==> config.mk <==
export PLATFORM = sky130hd
export DESIGN_NAME = router_top
export DESIGN_NICKNAME = d
export VERILOG_FILES = /design/src/rtl/router_top.sv
export SDC_FILE = /design/constraint.sdc
export NUM_CORES = 1
export LEC_CHECK = 0
export ABC_AREA = 1
export CAP_MARGIN = 0
export CORE_MARGIN = 2
export CORE_UTILIZATION = 43
export CTS_BUF_LIST = sky130_fd_sc_hd__clkbuf_8 sky130_fd_sc_hd__clkbuf_16
export CTS_CLUSTER_DIAMETER = 120
export DETAILED_ROUTE_END_ITERATION = 8
export GPL_ROUTABILITY_DRIVEN = 0
export SETUP_SLACK_MARGIN = 0.1
export SYNTH_ARGS = -nofsm -noshare
export SYNTH_HDL_FRONTEND = slang
export SYNTH_SLANG_ARGS = --single-unit
==> constraint.sdc <==
create_clock -name clk -period 7.3 [get_ports clk]
set_input_delay 1.46 -clock clk [delete_from_list [all_inputs] [get_ports clk]]
set_output_delay 1.46 -clock clk [all_outputs]
set_load 0.01 [all_outputs]
==> src/rtl/router_top.sv <==
// Byte-wide 1-in/3-out packet router: header-addressed steering into three FIFOs,
// packet parity checking, input backpressure and per-output timeout flush.
module router_top #(
    parameter int FIFO_DEPTH = 16,
    parameter int DATA_W     = 8,
    parameter int TIMEOUT    = 30
) (
    input  logic              clk,
    input  logic              resetn,
    input  logic              packet_valid,
    input  logic [2:0]        read_enb,
    input  logic [DATA_W-1:0] datain,
    output logic [2:0]        vld_out,
    output logic              err,
    output logic              busy,
    output logic [DATA_W-1:0] data_out_0,
    output logic [DATA_W-1:0] data_out_1,
    output logic [DATA_W-1:0] data_out_2
);

    localparam int PTR_W = $clog2(FIFO_DEPTH);
    localparam int TMR_W = $clog2(TIMEOUT + 1);
    localparam int LEN_W = DATA_W - 2;

    typedef enum logic [2:0] {
        DECODE_ADDRESS,
        LOAD_FIRST_DATA,
        LOAD_DATA,
        LOAD_PARITY,
        FIFO_FULL_STATE,
        LOAD_AFTER_FULL,
        WAIT_TILL_EMPTY,
        CHECK_PARITY_ERROR
    } state_e;

    state_e              state_q;
    logic [1:0]          addr_q;
    logic [DATA_W-1:0]   header_q, parity_q, xor_q, hold_q;
    logic                hold_vld_q, parity_done_q, drop_q, err_q;

    logic [2:0]          full, empty;
    logic                wr_en;
    logic [DATA_W:0]     wr_data;
    logic [2:0][DATA_W-1:0] dout;

    assign busy       = !(state_q inside {DECODE_ADDRESS, LOAD_DATA});
    assign vld_out    = ~empty;
    assign err        = err_q;
    assign data_out_0 = dout[0];
    assign data_out_1 = dout[1];
    assign data_out_2 = dout[2];

    // NOTE: every output of an always_comb gets a default first so no path infers a latch.
    always_comb begin
        wr_en   = 1'b0;
        wr_data = '0;
        case (state_q)
            LOAD_FIRST_DATA: begin
                wr_en   = 1'b1;
                wr_data = {1'b1, header_q};
            end
            LOAD_DATA: if (packet_valid && !full[addr_q]) begin
                wr_en   = 1'b1;
                wr_data = {1'b0, datain};
            end
            LOAD_PARITY: if (!full[addr_q]) begin
                wr_en   = 1'b1;
                wr_data = {1'b0, parity_q};
            end
            LOAD_AFTER_FULL: if (hold_vld_q) begin
                wr_en   = 1'b1;
                wr_data = {1'b0, hold_q};
            end
            default: ;
        endcase
    end

    // NOTE: sequential state uses non-blocking assignments so all registers update together.
    always_ff @(posedge clk) begin
        if (resetn) begin
            state_q       <= DECODE_ADDRESS;
            addr_q        <= '0;
            header_q      <= '0;
            parity_q      <= '0;
            xor_q         <= '0;
            hold_q        <= '0;
            hold_vld_q    <= 1'b0;
            parity_done_q <= 1'b0;
            drop_q        <= 1'b0;
            err_q         <= 1'b0;
        end else begin
            case (state_q)
                DECODE_ADDRESS: begin
                    // A dropped packet is skipped until its parity byte (packet_valid low).
                    if (drop_q) begin
                        if (!packet_valid) drop_q <= 1'b0;
                    end else if (packet_valid) begin
                        if (datain[1:0] == 2'd3) begin
                            drop_q <= 1'b1;
                        end else begin
                            addr_q        <= datain[1:0];
                            header_q      <= datain;
                            xor_q         <= datain;
                            err_q         <= 1'b0;
                            hold_vld_q    <= 1'b0;
                            parity_done_q <= 1'b0;
                            state_q <= empty[datain[1:0]] ? LOAD_FIRST_DATA : WAIT_TILL_EMPTY;
                        end
                    end
                end
                WAIT_TILL_EMPTY: if (empty[addr_q]) state_q <= LOAD_FIRST_DATA;
                LOAD_FIRST_DATA: state_q <= LOAD_DATA;
                LOAD_DATA: begin
                    if (!packet_valid) begin
                        parity_q <= datain;
                        state_q  <= LOAD_PARITY;
                    end else begin
                        xor_q <= xor_q ^ datain;
                        if (full[addr_q]) begin
                            hold_q     <= datain;
                            hold_vld_q <= 1'b1;
                            state_q    <= FIFO_FULL_STATE;
                        end
                    end
                end
                LOAD_PARITY: begin
                    parity_done_q <= 1'b1;
                    err_q         <= (parity_q != xor_q);
                    if (full[addr_q]) begin
                        hold_q     <= parity_q;
                        hold_vld_q <= 1'b1;
                    end
                    state_q <= CHECK_PARITY_ERROR;
                end
                CHECK_PARITY_ERROR:
                    state_q <= (full[addr_q] || hold_vld_q) ? FIFO_FULL_STATE : DECODE_ADDRESS;
                FIFO_FULL_STATE: if (!full[addr_q]) state_q <= LOAD_AFTER_FULL;
                LOAD_AFTER_FULL: begin
                    hold_vld_q <= 1'b0;
                    if (parity_done_q) begin
                        state_q <= DECODE_ADDRESS;
                    end else if (!packet_valid) begin
                        parity_q <= datain;
                        state_q  <= LOAD_PARITY;
                    end else begin
                        state_q <= LOAD_DATA;
                    end
                end
                default: state_q <= DECODE_ADDRESS;
            endcase
        end
    end

    for (genvar g = 0; g < 3; g++) begin : g_out
        logic [DATA_W:0]     mem_q [FIFO_DEPTH];
        logic [PTR_W:0]      wr_ptr_q, rd_ptr_q;
        logic [LEN_W:0]      count_q;
        logic [TMR_W-1:0]    timer_q;
        logic [DATA_W-1:0]   dout_q;
        logic [DATA_W:0]     rd_entry;
        logic                we, re, idle_wait, flush;

        assign empty[g]  = (wr_ptr_q == rd_ptr_q);
        assign full[g]   = (wr_ptr_q[PTR_W] != rd_ptr_q[PTR_W]) &&
                           (wr_ptr_q[PTR_W-1:0] == rd_ptr_q[PTR_W-1:0]);
        assign we        = wr_en && (addr_q == 2'(g)) && !full[g];
        assign re        = read_enb[g] && !empty[g];
        assign rd_entry  = mem_q[rd_ptr_q[PTR_W-1:0]];
        assign idle_wait = vld_out[g] && !read_enb[g];
        assign flush     = idle_wait && (timer_q == TMR_W'(TIMEOUT - 1));
        assign dout[g]   = dout_q;

        // NOTE: the storage array is not reset; the pointers alone define which entries are valid.
        always_ff @(posedge clk) begin
            if (we) mem_q[wr_ptr_q[PTR_W-1:0]] <= wr_data;
        end

        always_ff @(posedge clk) begin
            if (resetn || flush) begin
                wr_ptr_q <= '0;
                rd_ptr_q <= '0;
                count_q  <= '0;
                dout_q   <= '0;
            end else begin
                if (we) wr_ptr_q <= wr_ptr_q + 1'b1;
                if (re) begin
                    rd_ptr_q <= rd_ptr_q + 1'b1;
                    dout_q   <= rd_entry[DATA_W-1:0];
                    // Header read arms the count for payload plus parity.
                    if (rd_entry[DATA_W])   count_q <= {1'b0, rd_entry[DATA_W-1:2]} + 1'b1;
                    else if (count_q != '0) count_q <= count_q - 1'b1;
                end else if (count_q == '0) begin
                    dout_q <= '0;
                end
            end
        end

        always_ff @(posedge clk) begin
            if (resetn || !idle_wait || flush) timer_q <= '0;
            else                               timer_q <= timer_q + 1'b1;
        end
    end

endmodule

==> metrics, run 1 <==
status=completed; RR Startpoint=g_out[1].wr_ptr_q[2]; area taken by multi-input logic gates=around 7800 um^2; DP HPWL=~38,000 um; RSZ-0062 raised after global routing=no; clock group share of total power=about a third; worst setup path startpoint=packet_valid; Setup-failing EPs final=0; clk slew on worst S/H paths=0.06 ns; Mapped Avg Cell Area=around 10 um^2; worst slew pin tran=1.28 ns; switch share=a little under a third; Final Slew Violations=0; Rows=87; Hold Path Class=reg -> reg; hold wc startpoint=data_out_2[4]; crit path DAT=4.40 ns; H-tree depth=2; Clock Latency Late Sink=approximately 0.62 ns; Mapped Cells=between 2,000 and 2,500; sequential power share=approximately 44%; layout cells sized above 1=a little over 7%; Fill cells=roughly 5,200; CTS tree=yes; Die Ht=244 um; Comb pwr share=a little over a fifth; clk_skew=between 0.015 and 0.02 ns; post-CTS sizing=0; TritonCTS buffer count=slightly below 60; vias per inst=between 5 and 6; critical-path maximum fanout=21; r2r setup slk=about 3.5 ns; Setup TNS=0 ns; initial antenna violation count=1; Post-Route Utilization=49.0%; fin nets=between 2,000 and 2,500; Pre-Repair DR Iteration Count=6; Buffers on Ports=42; Synthesized Nets=roughly 2,400; ant diodes=0; core area=approximately 57,000 um^2; async set-reset flop share out of synthesis=0%; die width=244 um; worst hold margin=between 0.4 and 0.5 ns; Max Freq=between 200 and 250 MHz; Sw Pwr=around 2700 uW; Synth area leaders=edfxtp_1 (52%), dfxtp_1 (11%), nand2_1 (5.9%), nor2_1 (4.3%), o21ai_0 (3.6%); Slew headroom=~14%; Post-synth top cells=edfxtp_1 (432), nand2_1 (388), nor2_1 (285), o21ai_0 (180), a21oi_1 (174); first-pass GRT wire length=between 90,000 and 100,000 um; Initial Util=roughly 44%; area grow syn2layout=12.1%; register area share after synthesis=between 60 and 70%; Post-DRT Antenna Nets=0; die area=~60,000 um^2; clk root buf=clkbuf_16; Crit Path Category=in -> reg; Setup Buffers After CTS=0; Int Power=around 6000 uW; DR vias=17,500; endpoints failing hold=0; startpoint types=primary input; Max Root-Sink Buffers=3; DRT Wirelength=about 62,000 um; Yosys top cell by area=edfxtp_1; Crit. End Element=flip-flop; Post-Syn Area=24,800 um^2; Distinct cells, synth=just under 50; hold_buf cts=0; synth warn=0; Pleak=between 0.01 and 0.015 uW; Crit path required time=around 7.5 ns; post-place setup slack=~2.5 ns; vias in the first global route=approximately 17,000; Total GRT Usage=between 20% and 30%; Final Cycle Share=a little under three fifths; largest net degree at the start of global routing=85; DR DRC count=0; GR Overflow Total=0; post-route minimum period=4.19 ns; WL/cell=19.5 um; most common cell in the synthesized netlist=edfxtp_1; Synth Register Bits=between 500 and 600; clock sink count=roughly 570; share of Yosys cell area claimed by the top area cell type=about 52%; number of synthesized flops with an enable pin=between 400 and 500; commonest register cell after synthesis=edfxtp_1; initial detailed-routing violation count=approximately 1,800; setup ws final=3.11 ns; max cap viols=0; Pwr Density=roughly 320 nW/um^2; Max VDD drop=190 uV; storage element area=approximately 16,000 um^2; num ports=43
## state kept, by name (all words and copies together), names as in the netlist, named ones only
register	cells
addr_q	1
g_out.timer_q	15
state_q	3
parity_done_q	1
g_out.wr_ptr_q	15
hold_vld_q	1
data_out_2	8
drop_q	1
xor_q	8
header_q	7
err	1
data_out_0	8
g_out.mem_q	432
parity_q	8
hold_q	8
g_out.count_q	21
data_out_1	8
g_out.rd_ptr_q	15
## final timing paths
check / end / depth (start not counted)
setup / recovery: g_out[2].mem_q[11][8] / 7
hold / removal: data_out_2[4] / 2
setup reg to reg: g_out[2].mem_q[11][8] / 9
hold reg to reg: data_out_2[4] / 2
## per-layer routing
layer	vias up	wire length [um]	GRT usage (%)
li1	8309	-	-
met1	8448	27400	28.6
met2	585	29500	34.3
met3	108	3870	2.78
met4	0	1450	6.26
met5	-	0	0
## through the flow
stage / power (uW) / area (um^2) / instances
after floorplan: 5230 / 24800 / 2376
after global placement: 5840 / 25800 / 3086
after detailed placement: 5860 / 25800 / 3086
after CTS: 8890 / 27800 / 3196
after global routing: 9230 / 27800 / 3196
final: 8830 / 27800 / 3196
## power by group through the flow
stage / sequential (uW) / clock [uW] / combinational [uW]
finish: 3920 / 3030 / 1880
global placement: 3980 / 0 / 1860
detailed placement: 3980 / 0 / 1880
floorplan: 3960 / 0 / 1270
CTS: 3920 / 3090 / 1880
global route: 3930 / 3220 / 2080
## cells in the final DEF, fill, tap and decap left out, types with 18 or more instances in the layout
cell type / instances
nand3_1: 153
a21oi_1: 174
edfxtp_1: 432
nor2_1: 285
o21ai_1: 18
clkdlybuf4s50_1: 42
o21ai_0: 180
buf_4: 23
xor2_1: 33
clkbuf_16: 58
o211ai_1: 65
dfxtp_1: 138
nand2_1: 388
nor3_1: 60
ha_1: 30
xnor2_1: 19
inv_1: 181
## cell families (layout without fill, tap and decap cells)
logic type	after synthesis	in the layout	synth area share, %
DFF	573	573	63.8
AOI/OAI and AO/OA	488	488	11.4
buffers and inverters	293	357	5.43
adders and majority gates	30	30	1.52
xor gates and xnor gates	52	52	1.84
and+or+nand+nor	940	940	16.0
## layout make-up
type | count | area share, %
well taps | 756 | 3.41
clock buffers | 66 | 5.63
inverters | 182 | 2.46
repair buffers | 65 | 2.14
multi-input cells | 1510 | 28.0
flip-flops and latches | 573 | 56.9
clock inverters | 44 | 1.50
## worst max-delay path, stage by stage
cell and delay [ns]:
clkdlybuf4s50_1 0.56, inv_1 0.12, nand2_1 0.10, nand2_1 0.11
o21ai_4 0.62, nand2_4 0.34, nor3_1 1.06
Power figures use the tool's default switching activity.
==> run 2, diff against run 1 <==
==> constraint.sdc (replaced) <==
create_clock -name clk -period 3.95 [get_ports clk]
set_input_delay 0.79 -clock clk [delete_from_list [all_inputs] [get_ports clk]]
set_output_delay 0.79 -clock clk [all_outputs]
set_load 0.01 [all_outputs]
==> metrics, run 2 (synthesis gave the netlist of run 1 again) <==
GR Overflow Total=0 (unchanged); Max Freq=~320 MHz; vias per inst=5.37 (-1.6%); DR vias=17,600 (+0.65%); H-tree depth=2 (unchanged); Critical Path Max Stage Delay=0.59 ns (-0.47 ns); Pleak=0.0104 uW (+3.4%); crit path DAT=2.38 ns (-2.02 ns); max cap viols=0 (unchanged); clock group share of total power=33.0% (-1.4 points); status=completed; switch share=30.6% (+0.20 points); RR Startpoint=g_out[2].wr_ptr_q[2]; hold path depth=2 (unchanged); Clock Latency Late Sink=0.61 ns (about the same); Final Cycle Share=80.3%; DR DRC count=0 (unchanged); hold wc startpoint=data_out_2[5]; Top delay family on crit path=buffers and inverters; Crit. End Element=output pin; largest net degree at the start of global routing=86 (+1.2%); most frequent cells in the layout=edfxtp_1 (432), nand2_1 (388), nor2_1 (285); RSZ-0062 raised after global routing=no; r2r setup slk=0.82 ns (-2.64 ns); WHS Endpoint=data_out_2[5]; Crit Path Category=reg -> out; CTS tree=yes; clk root buf=clkbuf_16; Pre-Repair DR Iteration Count=6 (unchanged); Total GRT Usage=20.5% (-0.23 points); area grow syn2layout=14.1%; die area=59,500 um^2 (unchanged); commonest non-fill, non-tap cell in the layout=edfxtp_1; Crit path required time=3.16 ns (-4.36 ns); Die Ht=244 um (unchanged); Fill cells=5,071 (-2.2%); Crit-path slowest cell=clkdlybuf4s50_1; worst slew pin tran=1.25 ns (-0.0275 ns); worst reg2reg path depth=10 (+1); area taken by multi-input logic gates=7760 um^2 (unchanged); crit-path cells=xor2_1 > nor2_2 > nand3_1 > clkdlybuf4s50_1; Rows=87 (unchanged); buffer and inverter count on the worst path=1 (-1); initial antenna violation count=0 (-1); Max Root-Sink Buffers=3 (unchanged); post-route minimum period=approximately 3.2 ns; TritonCTS buffer count=59 (+1.7%); Buffers on Ports=42 (unchanged); WL/cell=18.9 um (-3.1%); Reg2Reg Capture Point=g_out[1].mem_q[4][1]; Hold Path Class=reg -> reg; clk_skew=0.0169 ns (-0.00134 ns); core area=56,600 um^2 (unchanged); initial detailed-routing violation count=1,503 (-17%); endpoints failing hold=0 (unchanged); die width=244 um (unchanged); clk slew on worst S/H paths=0.06 ns (about the same); first-pass GRT wire length=95,200 um (-1.2%); DRT Wirelength=61,600 um (-0.94%); Setup TNS=0 ns (unchanged); Post-DRT Antenna Nets=0 (unchanged); Pwr Density=568 nW/um^2 (+79%); Comb pwr share=21.9% (+0.6 points); startpoint types=flip-flop; Int Power=11,100 uW (+81%); Slew headroom=16.8% (+2.5 points); post-CTS sizing=0 (unchanged); Sw Pwr=4910 uW (+83%); Initial Util=43.7% (unchanged); number of flip-flops in the largest register=432 (unchanged); Setup-failing EPs final=0 (unchanged); DP HPWL=39,500 um (+3.6%); storage element area=15,800 um^2 (unchanged); fin nets=2,507 (+3.0%); vias in the first global route=17,000 (+0.39%); num ports=43 (unchanged); critical-path maximum fanout=8 (-62%); Max VDD drop=448 uV (+140%); sequential power share=45.0% (+0.7 points); clock sink count=573 (unchanged); layout cells sized above 1=9.64% (+2.5 points); Final Slew Violations=0 (unchanged); Post-Route Utilization=49.9% (+0.86 points); Setup Buffers After CTS=0 (unchanged); hold_buf cts=0 (unchanged)
-- run 2: metal layers --
layer / track usage, % / vias up / part of all wire [%]
li1: - / 8451 / -
met1: 28.3 / 8431 / 44
met2: 33.3 / 549 / 46
met3: 2.79 / 132 / 6.1
met4: 7.53 / 0 / 3.0
met5: 0 / - / 0
-- run 2: worst min-delay path, stage by stage, from the launching register on --
cell	delay, ns
dfxtp_1	0.31
nand2_1	0.06
a21oi_1	0.05
-- run 2: power groups by stage --
| stage | Clock, uW | Combinational, uW | Sequential, uW |
|---|---|---|---|
| final | 5300 | 3520 | 7220 |
| after global routing | 5620 | 3900 | 7250 |
| after CTS | 5400 | 3520 | 7220 |
| after detailed placement | 0 | 3510 | 7340 |
| after global placement | 0 | 3450 | 7330 |
| after floorplan | 0 | 2340 | 7330 |
-- run 2: cell type report --
class | count | share of cell area (%)
flip-flops and latches | 573 | 55.9
multi-input cells | 1510 | 27.5
clock buffers | 68 | 5.75
repair buffers | 137 | 4.24
well taps | 756 | 3.35
inverters | 182 | 2.42
clock inverters | 41 | 0.824
diodes | 1 | 0.00886
-- run 2: how the worst max path moves through the flow --
stage,from,slack (ns),cells past startpoint,end
floorplan,packet_valid,0.71,6,g_out[0].mem_q[0][0]
global placement,packet_valid,0.72,9,g_out[2].mem_q[6][6]
detailed placement,packet_valid,0.66,9,g_out[2].mem_q[6][4]
CTS,g_out[2].wr_ptr_q[2],0.77,4,vld_out[2]
global route,g_out[2].wr_ptr_q[2],0.61,10,g_out[1].mem_q[12][1]
finish,g_out[2].wr_ptr_q[2],0.78,4,vld_out[2]
-- run 2: stage by stage --
step	setup WS, ns	instances	hold slack, ns	total power [uW]	cell area (um^2)
2_1_floorplan	0.711	2376	0.433	9670	24800
4_1_cts	0.771	3267	0.464	16100	28200
3_5_place_dp	0.664	3158	0.454	10900	26400
6_report	0.779	3268	0.460	16000	28200
3_3_place_gp	0.719	3158	0.447	10800	26400
5_1_grt	0.606	3267	0.482	16800	28200
